`src/rtl/audio_pkg.sv`:
```
// rtl/audio_pkg.sv - shared state encoding, register indices and command field layout for the audio sequencer
package audio_pkg;

    typedef enum logic [1:0] {
        ST_IDLE  = 2'd0,
        ST_WAIT  = 2'd1,
        ST_ISSUE = 2'd2
    } seq_state_t;

    localparam logic [3:0] REG_FREQ       = 4'd0;
    localparam logic [3:0] REG_PULSEWIDTH = 4'd1;
    localparam logic [3:0] REG_WAVEPARAMS = 4'd2;
    localparam logic [3:0] REG_VOLUME     = 4'd3;

    localparam int CMD_W         = 36;
    localparam int CMD_DELAY_MSB = 35;
    localparam int CMD_DELAY_LSB = 28;
    localparam int CMD_REG_MSB   = 27;
    localparam int CMD_REG_LSB   = 24;
    localparam int CMD_DATA_MSB  = 23;
    localparam int CMD_DATA_LSB  = 0;

    // Word-aligned register address inside the audio bank
    function automatic logic [31:0] reg_addr(input logic [31:0] base, input logic [3:0] rg);
        return base + {26'd0, rg, 2'b00};
    endfunction

endpackage

```
`src/rtl/audio_cmd_fifo.sv`:
```
// rtl/audio_cmd_fifo.sv - command FIFO; push/pop arrive pre-qualified, storage is not reset
module audio_cmd_fifo
    import audio_pkg::*;
#(
    parameter int DEPTH = 8,
    parameter int W     = CMD_W
) (
    input  logic                     clk,
    input  logic                     resetn,
    input  logic                     flush,
    input  logic                     push,
    input  logic                     pop,
    input  logic [W-1:0]             wdata,
    output logic [W-1:0]             rdata,
    output logic [$clog2(DEPTH):0]   count
);

    localparam int AW = $clog2(DEPTH);

    logic [W-1:0]  mem [DEPTH];
    logic [AW-1:0] wr_ptr;
    logic [AW-1:0] rd_ptr;

    // Storage write; no reset so the array maps onto plain RAM
    always_ff @(posedge clk) begin
        if (push) begin
            mem[wr_ptr] <= wdata;
        end
    end

    // Pointer and occupancy bookkeeping; flush returns everything to empty
    always_ff @(posedge clk or negedge resetn) begin
        if (!resetn) begin
            wr_ptr <= '0;
            rd_ptr <= '0;
            count  <= '0;
        end else if (flush) begin
            wr_ptr <= '0;
            rd_ptr <= '0;
            count  <= '0;
        end else begin
            if (push) wr_ptr <= wr_ptr + 1'b1;
            if (pop)  rd_ptr <= rd_ptr + 1'b1;
            case ({push, pop})
                2'b10:   count <= count + 1'b1;
                2'b01:   count <= count - 1'b1;
                default: count <= count;
            endcase
        end
    end

    assign rdata = mem[rd_ptr];

endmodule

```
`src/rtl/audio_reg_sequencer.sv`:
```
// rtl/audio_reg_sequencer.sv - timed audio register write sequencer with CPU-priority arbiter; optional irq via AUDIO_SEQ_IRQ_EN
module audio_reg_sequencer
    import audio_pkg::*;
#(
    parameter int          DEPTH     = 8,
    parameter int          TICK_DIV  = 16000,
    parameter logic [31:0] BASE_ADDR = 32'h0300_0000
) (
    input  logic                    clk,
    input  logic                    resetn,
    input  logic                    enable,
    input  logic                    flush,
    input  logic                    cmd_valid,
    input  logic [35:0]             cmd_data,
    output logic                    cmd_ready,
    input  logic                    cpu_valid,
    input  logic [3:0]              cpu_wstrb,
    input  logic [31:0]             cpu_addr,
    input  logic [31:0]             cpu_wdata,
    output logic                    aud_valid,
    output logic [3:0]              aud_wstrb,
    output logic [31:0]             aud_addr,
    output logic [31:0]             aud_wdata,
    output logic                    busy,
    output logic [$clog2(DEPTH):0]  fill
`ifdef AUDIO_SEQ_IRQ_EN
    ,
    output logic                    irq
`endif
);

    localparam int FW = $clog2(DEPTH) + 1;
    localparam int TW = $clog2(TICK_DIV);

    seq_state_t    state, state_next;
    logic [TW-1:0] tick_cnt;
    logic          tick;
    logic [7:0]    delay_cnt;
    logic [3:0]    cur_reg;
    logic [23:0]   cur_data;
    logic [35:0]   head;
    logic          push_fire;
    logic          pop_fire;
    logic          seq_grant;

    assign cmd_ready = (fill < FW'(DEPTH));
    assign push_fire = cmd_valid && cmd_ready && !flush;
    assign pop_fire  = (state == ST_IDLE) && enable && (fill != '0) && !flush;
    assign seq_grant = (state == ST_ISSUE) && !cpu_valid && !flush;
    assign tick      = (tick_cnt == TW'(TICK_DIV - 1));
    assign busy      = (fill != '0) || (state != ST_IDLE);

    audio_cmd_fifo #(.DEPTH(DEPTH), .W(CMD_W)) u_fifo (
        .clk    (clk),
        .resetn (resetn),
        .flush  (flush),
        .push   (push_fire),
        .pop    (pop_fire),
        .wdata  (cmd_data),
        .rdata  (head),
        .count  (fill)
    );

    // Free-running tick prescaler
    always_ff @(posedge clk or negedge resetn) begin
        if (!resetn) begin
            tick_cnt <= '0;
        end else if (tick) begin
            tick_cnt <= '0;
        end else begin
            tick_cnt <= tick_cnt + 1'b1;
        end
    end

    // State register
    always_ff @(posedge clk or negedge resetn) begin
        if (!resetn) begin
            state <= ST_IDLE;
        end else begin
            state <= state_next;
        end
    end

    // Next state; flush overrides everything and drops the in-flight command
    always_comb begin
        state_next = state;
        case (state)
            ST_IDLE:  if (pop_fire) state_next = ST_WAIT;
            ST_WAIT:  if (delay_cnt == 8'd0) state_next = ST_ISSUE;
            ST_ISSUE: if (seq_grant) state_next = ST_IDLE;
            default:  state_next = ST_IDLE;
        endcase
        if (flush) state_next = ST_IDLE;
    end

    // Latch the popped command and count its delay down in ticks
    always_ff @(posedge clk or negedge resetn) begin
        if (!resetn) begin
            delay_cnt <= 8'd0;
            cur_reg   <= 4'd0;
            cur_data  <= 24'd0;
        end else if (pop_fire) begin
            delay_cnt <= head[CMD_DELAY_MSB:CMD_DELAY_LSB];
            cur_reg   <= head[CMD_REG_MSB:CMD_REG_LSB];
            cur_data  <= head[CMD_DATA_MSB:CMD_DATA_LSB];
        end else if ((state == ST_WAIT) && tick && (delay_cnt != 8'd0)) begin
            delay_cnt <= delay_cnt - 8'd1;
        end
    end

    // Registered audio bus; CPU wins, fields hold while idle
    always_ff @(posedge clk or negedge resetn) begin
        if (!resetn) begin
            aud_valid <= 1'b0;
            aud_wstrb <= 4'd0;
            aud_addr  <= 32'd0;
            aud_wdata <= 32'd0;
        end else begin
            aud_valid <= cpu_valid || seq_grant;
            if (cpu_valid) begin
                aud_wstrb <= cpu_wstrb;
                aud_addr  <= cpu_addr;
                aud_wdata <= cpu_wdata;
            end else if (seq_grant) begin
                aud_wstrb <= 4'b1111;
                aud_addr  <= reg_addr(BASE_ADDR, cur_reg);
                aud_wdata <= {8'h00, cur_data};
            end
        end
    end

`ifdef AUDIO_SEQ_IRQ_EN
    // Pulse when the last queued command is popped and nothing refills it
    always_ff @(posedge clk or negedge resetn) begin
        if (!resetn) begin
            irq <= 1'b0;
        end else begin
            irq <= pop_fire && !push_fire && (fill == FW'(1));
        end
    end
`endif

endmodule

```
`config.mk`:
```
export PLATFORM = sky130hd
export DESIGN_NAME = audio_reg_sequencer
export DESIGN_NICKNAME = d
export VERILOG_FILES = /design/src/rtl/audio_pkg.sv /design/src/rtl/audio_cmd_fifo.sv /design/src/rtl/audio_reg_sequencer.sv
export SDC_FILE = /design/constraint.sdc
export NUM_CORES = 1
export LEC_CHECK = 0
export CORE_MARGIN = 4
export CORE_UTILIZATION = 29
export DETAILED_ROUTE_END_ITERATION = 10
export GPL_ROUTABILITY_DRIVEN = 0
export GPL_TIMING_DRIVEN = 0
export MAX_ROUTING_LAYER = met4
export PLACE_DENSITY_LB_ADDON = 0.25
export SLEW_MARGIN = 10
export SYNTH_ARGS = -nofsm -noshare
export SYNTH_HDL_FRONTEND = slang
export SYNTH_SLANG_ARGS = --single-unit
```
`constraint.sdc`:
```
create_clock -name clk -period 6.6 [get_ports clk]
set_input_delay 1.32 -clock clk [delete_from_list [all_inputs] [get_ports clk]]
set_output_delay 1.32 -clock clk [all_outputs]
set_load 0.01 [all_outputs]
```
==> summary.json, run 1 <==
{
  "timing": {
    "setup_repair_after_global_routing_missed_its_margin": "false",
    "setup_ws_ns": 2.54,
    "period_minus_slack_ns": 4.06,
    "max_freq_mhz": 246,
    "timing.final.crit_share_pct": 61.6,
    "final_hold_viol_count": 0,
    "tightestPinTransition_ns": 1.12,
    "slew-limit-headroom_pct": 25.0,
    "report.final.slew_viol_count": 0,
    "tns_ns": 0,
    "report.final.setup_viol": 0,
    "clock-skew-final_ns": 0.0227
  },
  "final_layout": {
    "utilization_of_the_core_after_routing_pct": 37.8,
    "largest_register_ffs": 288,
    "area.growth.synth_to_final_pct": 29.1,
    "final_nets": 1389,
    "reg_top3": "u_fifo.mem x288, aud_addr x32, aud_wdata x32",
    "drive_above_1_share_pct": 14.8,
    "final_area_mm2": 0.0213,
    "registers.top_by_ff_count": "u_fifo.mem"
  },
  "min_path": {
    "hold_class": "reg2reg",
    "hold-path-cell-count": 1,
    "whs_endpoint": "tick_cnt[6]$_DFF_PN0_",
    "hold_path.startpoint": "tick_cnt[6]$_DFF_PN0_"
  },
  "critical_path": {
    "dominant_delay_contributor_by_cell_family_on_the_critical_path": "buffers and inverters",
    "timing.critical_path.cells": "clkbuf_1 -> or4_1 -> clkbuf_1 -> or3_1 -> clkdlybuf4s50_1",
    "worstReg2RegEnd": "cur_reg[1]$_DFFE_PN0N_",
    "critPathMaxStageDelay_ns": 0.52,
    "cp_data_arrival_time_ns": 2.74,
    "crit-reg2reg-launch": "u_fifo.rd_ptr[1]$_DFFE_PN0P_",
    "setup.reg_to_reg.worst_slack_ns": 3.21,
    "endpoint_kind": "output pin",
    "setup.worst_path.class": "reg2out",
    "cell_occurring_most_often_along_the_worst_timing_path": "sky130_fd_sc_hd__clkbuf_1",
    "worstSetupStartpointType": "flip-flop",
    "critPathBufInv": 3,
    "path_max_fanout": 8,
    "worst_path_max_delay_cell": "sky130_fd_sc_hd__or4_1",
    "worst_ep_required_time_ns": 5.28,
    "r2r.worst_path.cells": 6
  },
  "logic_synthesis": {
    "post_synth_mux_area_share_pct": 13.4,
    "syn_area_mm2": 0.0165,
    "syn_area_per_cell_um2": 16.2,
    "synth_enable_flop_cells": 288,
    "yosys.area_share.adder_pct": 0.530,
    "yosys_warn_count": 0,
    "synth-simple-area-share_pct": 6.94,
    "synth-async-reset-ratio_pct": 31.3,
    "largest_family_of_logic_cells_by_synthesized_area": "multiplexers",
    "ys_seq_elements": 419,
    "yosysSeqAreaShare_pct": 72.2,
    "number_of_distinct_standard_cells_referenced_by_the_synthesized_netlist": 50,
    "synthCells": 1023,
    "synth_top_cells_by_area": "sky130_fd_sc_hd__edfxtp_1 52%, sky130_fd_sc_hd__dfrtp_1 20%, sky130_fd_sc_hd__mux4_2 9.8%",
    "ys_dominant_reg_cell": "sky130_fd_sc_hd__edfxtp_1",
    "netlist.top_cell.by_area": "sky130_fd_sc_hd__edfxtp_1",
    "synth_top_area_share_pct": 52.3,
    "synth.net_count": 1140,
    "synth_compound_gate_area_share_pct": 4.69,
    "synthXorXnorAreaFrac_pct": 0.742
  },
  "global_routing": {
    "via_count_of_the_first_global_routing_pass": 10052,
    "initial_antenna_violation_count": 5,
    "grt_overflow": 0,
    "grt_pass1_wl_mm": 63.4,
    "global_route.usage.total_pct": 14.2,
    "grt_max_degree": 90
  },
  "place": {
    "port_buffers": 182,
    "dp_slack_ns": 2.11,
    "postPlaceCellArea_mm2": 0.0197,
    "dp_hpwl_mm": 28.3
  },
  "clock_network": {
    "clock_h_tree_levels": 2,
    "post-cts-setup-buffers": 0,
    "post_cts_resize_count": 0,
    "clk_pin_slew_worst_paths_ns": 0.06,
    "worst_skew_late_latency_ns": 0.59,
    "tritoncts.num_buffers": 46,
    "cts_tree": "yes",
    "cts_hold_buffers": 0,
    "cts_sinks": 419,
    "clockRootBuffer": "sky130_fd_sc_hd__clkbuf_16",
    "cts_max_path_buffers": 3
  },
  "power": {
    "vdd_drop_max_mv": 0.183,
    "areal_power_density_over_the_cells_mw_per_mm2": 347,
    "power_leakage_uw": 0.00753,
    "total_power_uw": 7410
  },
  "detailed_routing": {
    "first_iter_violations": 902,
    "postRouteAntennaNets": 0,
    "firstDrtPassIters": 5,
    "routed_wirelength_mm": 42.4,
    "detailroute.via_count": 9770,
    "drc": 0,
    "detail_route.vias_per_cell": 4.72,
    "route.detailed.wl_per_inst_um": 20.5
  },
  "job": {
    "max_cap_violations": 0
  },
  "die": {
    "rows": 87,
    "dieWidth_um": 247,
    "floorplan.die.height_um": 247,
    "die-area_mm2": 0.0609,
    "core_mm2": 0.0564,
    "start_util_pct": 29.3,
    "num_io_pins": 185
  },
  "outcome": {
    "status": "complete, no violations"
  }
}
==> per-stage QoR <==
stage | hold slack, ns | instances
final | 0.490 | 2072
after global routing | 0.504 | 2071
after CTS | 0.488 | 2066
after detailed placement | 0.478 | 1980
after global placement | 0.465 | 1961
after floorplan | 0.448 | 1023
==> cell usage after synthesis, types with 2 or more instances <==
cell / count
sky130_fd_sc_hd__edfxtp_1: 288
sky130_fd_sc_hd__nand2_1: 148
sky130_fd_sc_hd__dfrtp_1: 131
sky130_fd_sc_hd__o21ai_0: 103
sky130_fd_sc_hd__mux4_2: 72
sky130_fd_sc_hd__mux2i_1: 59
sky130_fd_sc_hd__clkbuf_1: 38
sky130_fd_sc_hd__nor2_1: 29
sky130_fd_sc_hd__nand3_1: 14
sky130_fd_sc_hd__buf_1: 11
sky130_fd_sc_hd__nor3_1: 11
sky130_fd_sc_hd__a21oi_1: 9
sky130_fd_sc_hd__buf_2: 9
sky130_fd_sc_hd__or4_1: 9
sky130_fd_sc_hd__nor2b_1: 8
sky130_fd_sc_hd__xor2_1: 8
sky130_fd_sc_hd__ha_1: 7
sky130_fd_sc_hd__o31ai_1: 6
sky130_fd_sc_hd__xnor2_1: 6
sky130_fd_sc_hd__a211oi_1: 5
sky130_fd_sc_hd__a31oi_1: 5
sky130_fd_sc_hd__nand2b_1: 5
sky130_fd_sc_hd__or3_1: 4
sky130_fd_sc_hd__inv_1: 3
sky130_fd_sc_hd__nor3b_1: 3
sky130_fd_sc_hd__nor4_1: 3
sky130_fd_sc_hd__or3b_2: 3
sky130_fd_sc_hd__and2_2: 2
sky130_fd_sc_hd__and3_1: 2
sky130_fd_sc_hd__nand4_1: 2
==> worst register-to-register path, stage by stage (launching register included) <==
cell	delay, ns
sky130_fd_sc_hd__dfrtp_1	0.36
sky130_fd_sc_hd__clkbuf_1	0.57
sky130_fd_sc_hd__clkbuf_1	0.60
sky130_fd_sc_hd__clkbuf_1	0.75
sky130_fd_sc_hd__mux4_2	0.44
sky130_fd_sc_hd__mux2i_1	0.39
sky130_fd_sc_hd__o21ai_0	0.13
==> how the worst max path moves through the flow <==
| stage | start | endpoint | slack [ns] | depth (start not counted) |
|---|---|---|---|---|
| 5_1_grt | u_fifo.count[1]$_DFFE_PN0P_ | busy | 2.41 | 5 |
| 4_1_cts | u_fifo.count[1]$_DFFE_PN0P_ | busy | 2.50 | 5 |
| 3_5_place_dp | enable | u_fifo.count[3]$_DFFE_PN0P_ | 2.11 | 9 |
| 6_report | u_fifo.count[1]$_DFFE_PN0P_ | busy | 2.54 | 5 |
| 3_3_place_gp | cmd_valid | u_fifo.mem[0][9]$_DFFE_PP_ | -2.02 | 5 |
| 2_1_floorplan | flush | u_fifo.mem[0][0]$_DFFE_PP_ | 1.75 | 3 |
==> layout by cell type (no fill, tap or decap), drive strengths merged, types with 8 or more instances in the layout <==
cell           instances
edfxtp               288
clkdlybuf4s50        181
nand2                148
dfrtp                131
o21ai                103
clkbuf                99
mux4                  72
mux2i                 59
buf                   41
nor2                  29
nand3                 14
nor3                  11
clkinv                11
or4                    9
a21oi                  9
nor2b                  8
xor2                   8
bufinv                 8
==> cell families (layout without fill, tap and decap cells) <==
group	count (synthesis)	after routing
other	0	6
adders and majority gates	7	7
AOI/OAI and AO/OA	140	140
buffers and inverters	62	349
DFF	419	419
muxes	131	131
and+or+nand+nor	250	250
xor gates and xnor gates	14	14
==> layer usage <==
metal | global-route usage, % | vias to the layer above | share of wire (%)
met5 | - | - | 0
met4 | 3.45 | 0 | 1.5
met3 | 2.97 | 46 | 6.4
met2 | 21.7 | 313 | 46
met1 | 19.4 | 4998 | 46
li1 | - | 4413 | -
==> where the power goes <==
group,switching [µW],internal (µW)
Clock,1090,1690
Combinational,742,688
Sequential,153,3040
==> cell type report <==
cell class              instances  area, µm²
clock inverters                25        387
well taps                     756        946
clock buffers                  61       1270
fillers                      5347      35000
flip-flops and latches        419      11900
repair buffers                201       2140
diodes                          6       15.0
multi-input cells             542       4400
plain buffers                  59        240
inverters                       3       11.3
(Power assumes the default switching activity.)
==> inputs of run 2 (changes only) <==
- clock period: 6.6 -> 3.3 ns (I/O delays scaled with it)
==> summary.json, run 2 (synthesis gave the netlist of run 1 again) <==
{
  "outcome": {
    "status": "complete, no violations"
  },
  "critical_path": {
    "cell_occurring_most_often_along_the_worst_timing_path": "sky130_fd_sc_hd__clkbuf_1",
    "dominant_delay_contributor_by_cell_family_on_the_critical_path": "simple AND/OR/NAND/NOR gates",
    "cp_data_arrival_time": {"value": 2.51, "unit": "ns", "change": "-0.23 ns"},
    "timing.critical_path.cells": "clkbuf_1 -> or4_1 -> clkbuf_1 -> or3_1 -> dlygate4sd2_1",
    "worst_setup_path_startpoint": "u_fifo.count[1]$_DFFE_PN0P_",
    "setup.worst_path.class": "reg2out",
    "worst_ep_required_time": {"value": 2.64, "unit": "ns", "change": "-2.64 ns"},
    "worstSetupStartpointType": "flip-flop",
    "critPathMaxStageDelay": {"value": 0.53, "unit": "ns", "change": "about the same"},
    "worst_path_max_delay_cell": "sky130_fd_sc_hd__or4_1",
    "crit-reg2reg-launch": "u_fifo.count[1]$_DFFE_PN0P_",
    "path_max_fanout": {"value": 8, "change": "unchanged"},
    "endpoint_kind": "output pin",
    "critPathBufInv": {"value": 3, "change": "unchanged"}
  },
  "detailed_routing": {
    "route.detailed.wl_per_inst": {"value": 20.4, "unit": "µm", "change": "-0.55%"},
    "routed_wirelength": {"value": 42.1, "unit": "mm", "change": "-0.79%"},
    "detailroute.via_count": {"value": 9691, "change": "-0.81%"},
    "firstDrtPassIters": {"value": 5, "change": "unchanged"},
    "detail_route.vias_per_cell": {"value": 4.69, "change": "-0.57%"},
    "postRouteAntennaNets": {"value": 0, "change": "unchanged"},
    "first_iter_violations": {"value": 630, "change": "-30%"},
    "drc": {"value": 0, "change": "unchanged"}
  },
  "job": {
    "max_cap_violations": {"value": 0, "change": "unchanged"}
  },
  "die": {
    "floorplan.die.height": {"value": 247, "unit": "µm", "change": "unchanged"},
    "dieWidth": {"value": 247, "unit": "µm", "change": "unchanged"},
    "core": {"value": 0.0564, "unit": "mm²", "change": "unchanged"},
    "die-area": {"value": 0.0609, "unit": "mm²", "change": "unchanged"},
    "rows": {"value": 87, "change": "unchanged"},
    "num_io_pins": {"value": 185, "change": "unchanged"},
    "start_util": {"value": 29.3, "unit": "%", "change": "unchanged"}
  },
  "clock_network": {
    "tritoncts.num_buffers": {"value": 46, "change": "unchanged"},
    "cts_tree": "yes",
    "clock_h_tree_levels": {"value": 2, "change": "unchanged"},
    "worst_skew_late_latency": {"value": 0.58, "unit": "ns", "change": "about the same"},
    "clk_pin_slew_worst_paths": {"value": 0.05, "unit": "ns", "change": "about the same"},
    "cts_sinks": {"value": 419, "change": "unchanged"},
    "clockRootBuffer": "sky130_fd_sc_hd__clkbuf_16",
    "cts_max_path_buffers": {"value": 3, "change": "unchanged"}
  },
  "place": {
    "port_buffers": {"value": 182, "change": "unchanged"},
    "dp_slack": {"value": -0.516, "unit": "ns", "change": "-2.63 ns"},
    "dp_hpwl": {"value": 28.2, "unit": "mm", "change": "-0.68%"}
  },
  "timing": {
    "whs": {"value": 0.485, "unit": "ns", "change": "-0.00549 ns"},
    "setup_repair_after_global_routing_missed_its_margin": "false",
    "report.final.setup_viol": {"value": 0, "change": "unchanged"},
    "final_hold_viol_count": {"value": 0, "change": "unchanged"},
    "clock-skew-final": {"value": 0.0122, "unit": "ns", "change": "-0.0105 ns"},
    "setup_ws": {"value": 0.135, "unit": "ns", "change": "-2.40 ns"},
    "report.final.slew_viol_count": {"value": 0, "change": "unchanged"},
    "tns": {"value": 0, "unit": "ns", "change": "unchanged"},
    "slew-limit-headroom": {"value": 29.0, "unit": "%", "change": "+4.0 points"},
    "timing.final.crit_share_pct": 95.9,
    "tightestPinTransition": {"value": 1.06, "unit": "ns", "change": "-0.0599 ns"},
    "period_minus_slack_ns": 3.17,
    "max_freq_mhz": 316
  },
  "global_routing": {
    "via_count_of_the_first_global_routing_pass": {"value": 9912, "change": "-1.4%"},
    "grt_overflow": {"value": 0, "change": "unchanged"},
    "grt_max_degree": {"value": 76, "change": "-16%"},
    "grt_pass1_wl": {"value": 63.2, "unit": "mm", "change": "-0.36%"},
    "global_route.usage.total": {"value": 14.1, "unit": "%", "change": "-0.038 points"},
    "initial_antenna_violation_count": {"value": 5, "change": "unchanged"}
  },
  "power": {
    "netSwitchingFraction": {"value": 27.0, "unit": "%", "change": "+0.14 points"},
    "areal_power_density_over_the_cells": {"value": 685, "unit": "mW/mm²", "change": "+97%"},
    "seqPwrFrac": {"value": 43.8, "unit": "%", "change": "+0.6 points"},
    "cell_internal_pwr": {"value": 10700, "unit": "µW", "change": "+97%"},
    "total_power": {"value": 14600, "unit": "µW", "change": "+97%"},
    "vdd_drop_max": {"value": 0.389, "unit": "mV", "change": "+110%"},
    "power.share.clock": {"value": 36.7, "unit": "%", "change": "-0.8 points"},
    "net-switching-power": {"value": 3940, "unit": "µW", "change": "+98%"},
    "power_leakage": {"value": 0.00750, "unit": "µW", "change": "-0.38%"},
    "combinationalPowerShare": {"value": 19.5, "unit": "%", "change": "+0.2 points"}
  },
  "min_path": {
    "hold_path.startpoint": "cur_data[6]$_DFFE_PN0N_",
    "hold_class": "reg2reg"
  },
  "final_layout": {
    "most_common_cell_after_layout_fill_and_taps_aside": "sky130_fd_sc_hd__edfxtp_1",
    "registers.top_by_ff_count": "u_fifo.mem",
    "final_nets": {"value": 1386, "change": "-0.22%"},
    "area.growth.synth_to_final_pct": 28.9,
    "layout.cells.most_common_list": "288 x sky130_fd_sc_hd__edfxtp_1, 180 x sky130_fd_sc_hd__clkdlybuf4s50_1, 148 x sky130_fd_sc_hd__nand2_1",
    "n_fill_cell": {"value": 5347, "change": "unchanged"},
    "drive_above_1_share": {"value": 14.8, "unit": "%", "change": "-0.043 points"},
    "utilization_of_the_core_after_routing": {"value": 37.8, "unit": "%", "change": "-0.053 points"},
    "largest_register_ffs": {"value": 288, "change": "unchanged"},
    "reg_top3": "u_fifo.mem x288, aud_addr x32, aud_wdata x32"
  }
}
## run 2: changes by cell type in the layout (fill, tap and decap cells not counted), sizes merged, moves of 2 or more
| cell | change |
|---|---|
| clkbuf | -5 |
| buf | -4 |
| clkinv | +3 |
| diode | -2 |
## run 2: worst reg2reg max path, stage by stage, from the launching register on
cell                        delay [ns]
sky130_fd_sc_hd__dfrtp_1          0.37
sky130_fd_sc_hd__clkbuf_1         0.20
sky130_fd_sc_hd__or4_1            0.53
sky130_fd_sc_hd__clkbuf_1         0.19
sky130_fd_sc_hd__nand2_1          0.19
sky130_fd_sc_hd__buf_4            0.24
sky130_fd_sc_hd__nor2_1           0.10
sky130_fd_sc_hd__ha_1             0.36
sky130_fd_sc_hd__a31o_2           0.25
sky130_fd_sc_hd__a41o_1           0.23
sky130_fd_sc_hd__a2111oi_0        0.36
## run 2: metrics by stage
step / instance area (µm²) / cells
after detailed placement: 19700 / 1976
after global routing: 21300 / 2067
final: 21300 / 2067
after global placement: 19300 / 1961
after CTS: 21300 / 2063
after floorplan: 16500 / 1023
## run 2: per-layer routing
metal	routed length [µm]	vias up	track usage [%]
met5	0	-	-
li1	-	4418	-
met4	690	0	3.40
met1	19500	4960	19.3
met2	19400	263	21.6
met3	2530	50	3.22
## run 2: power by group through the flow
stage	sequential (µW)	clock [µW]	combinational, µW
finish	6390	5350	2850
detailed placement	6500	0	2920
CTS	6400	5510	2910
global route	6450	5730	3150
floorplan	6430	0	1750
global placement	6500	0	2810
## run 2: area by class of cell
| cell class | count | area, µm² | area share (%) |
|---|---|---|---|
| clock buffer | 57 | 1210 | 5.69 |
| inverter | 3 | 11.3 | 0.0529 |
| timing repair buffer | 198 | 2150 | 10.1 |
| clock inverter | 29 | 377 | 1.77 |
| antenna | 4 | 10.0 | 0.0470 |
| buffer | 59 | 253 | 1.19 |
| sequential | 419 | 11900 | 56.0 |
| tap | 756 | 946 | 4.44 |
| multi-input combinational | 542 | 4420 | 20.7 |
## run 2: repair_timing
action                                 in CTS  in global routing
hold buffers                                1                  0
gates resized for setup                     3                  7
endpoints found under the hold margin      10                  0
setup endpoints to repair                   5                  2
setup buffers                               0                  0
## run 2: final timing paths
path / to / slack [ns] / cells after the start
min in group asynchronous: aud_addr[0]$_DFFE_PN0P_ / 0.60 / 2
hold / removal: cur_data[6]$_DFFE_PN0N_ / 0.48 / 2
setup reg to reg: u_fifo.count[3]$_DFFE_PN0P_ / 0.15 / 10
setup / recovery: busy / 0.13 / 5
hold reg to reg: cur_data[6]$_DFFE_PN0N_ / 0.48 / 2
max in group asynchronous: aud_wdata[12]$_DFFE_PN0P_ / 1.91 / 3
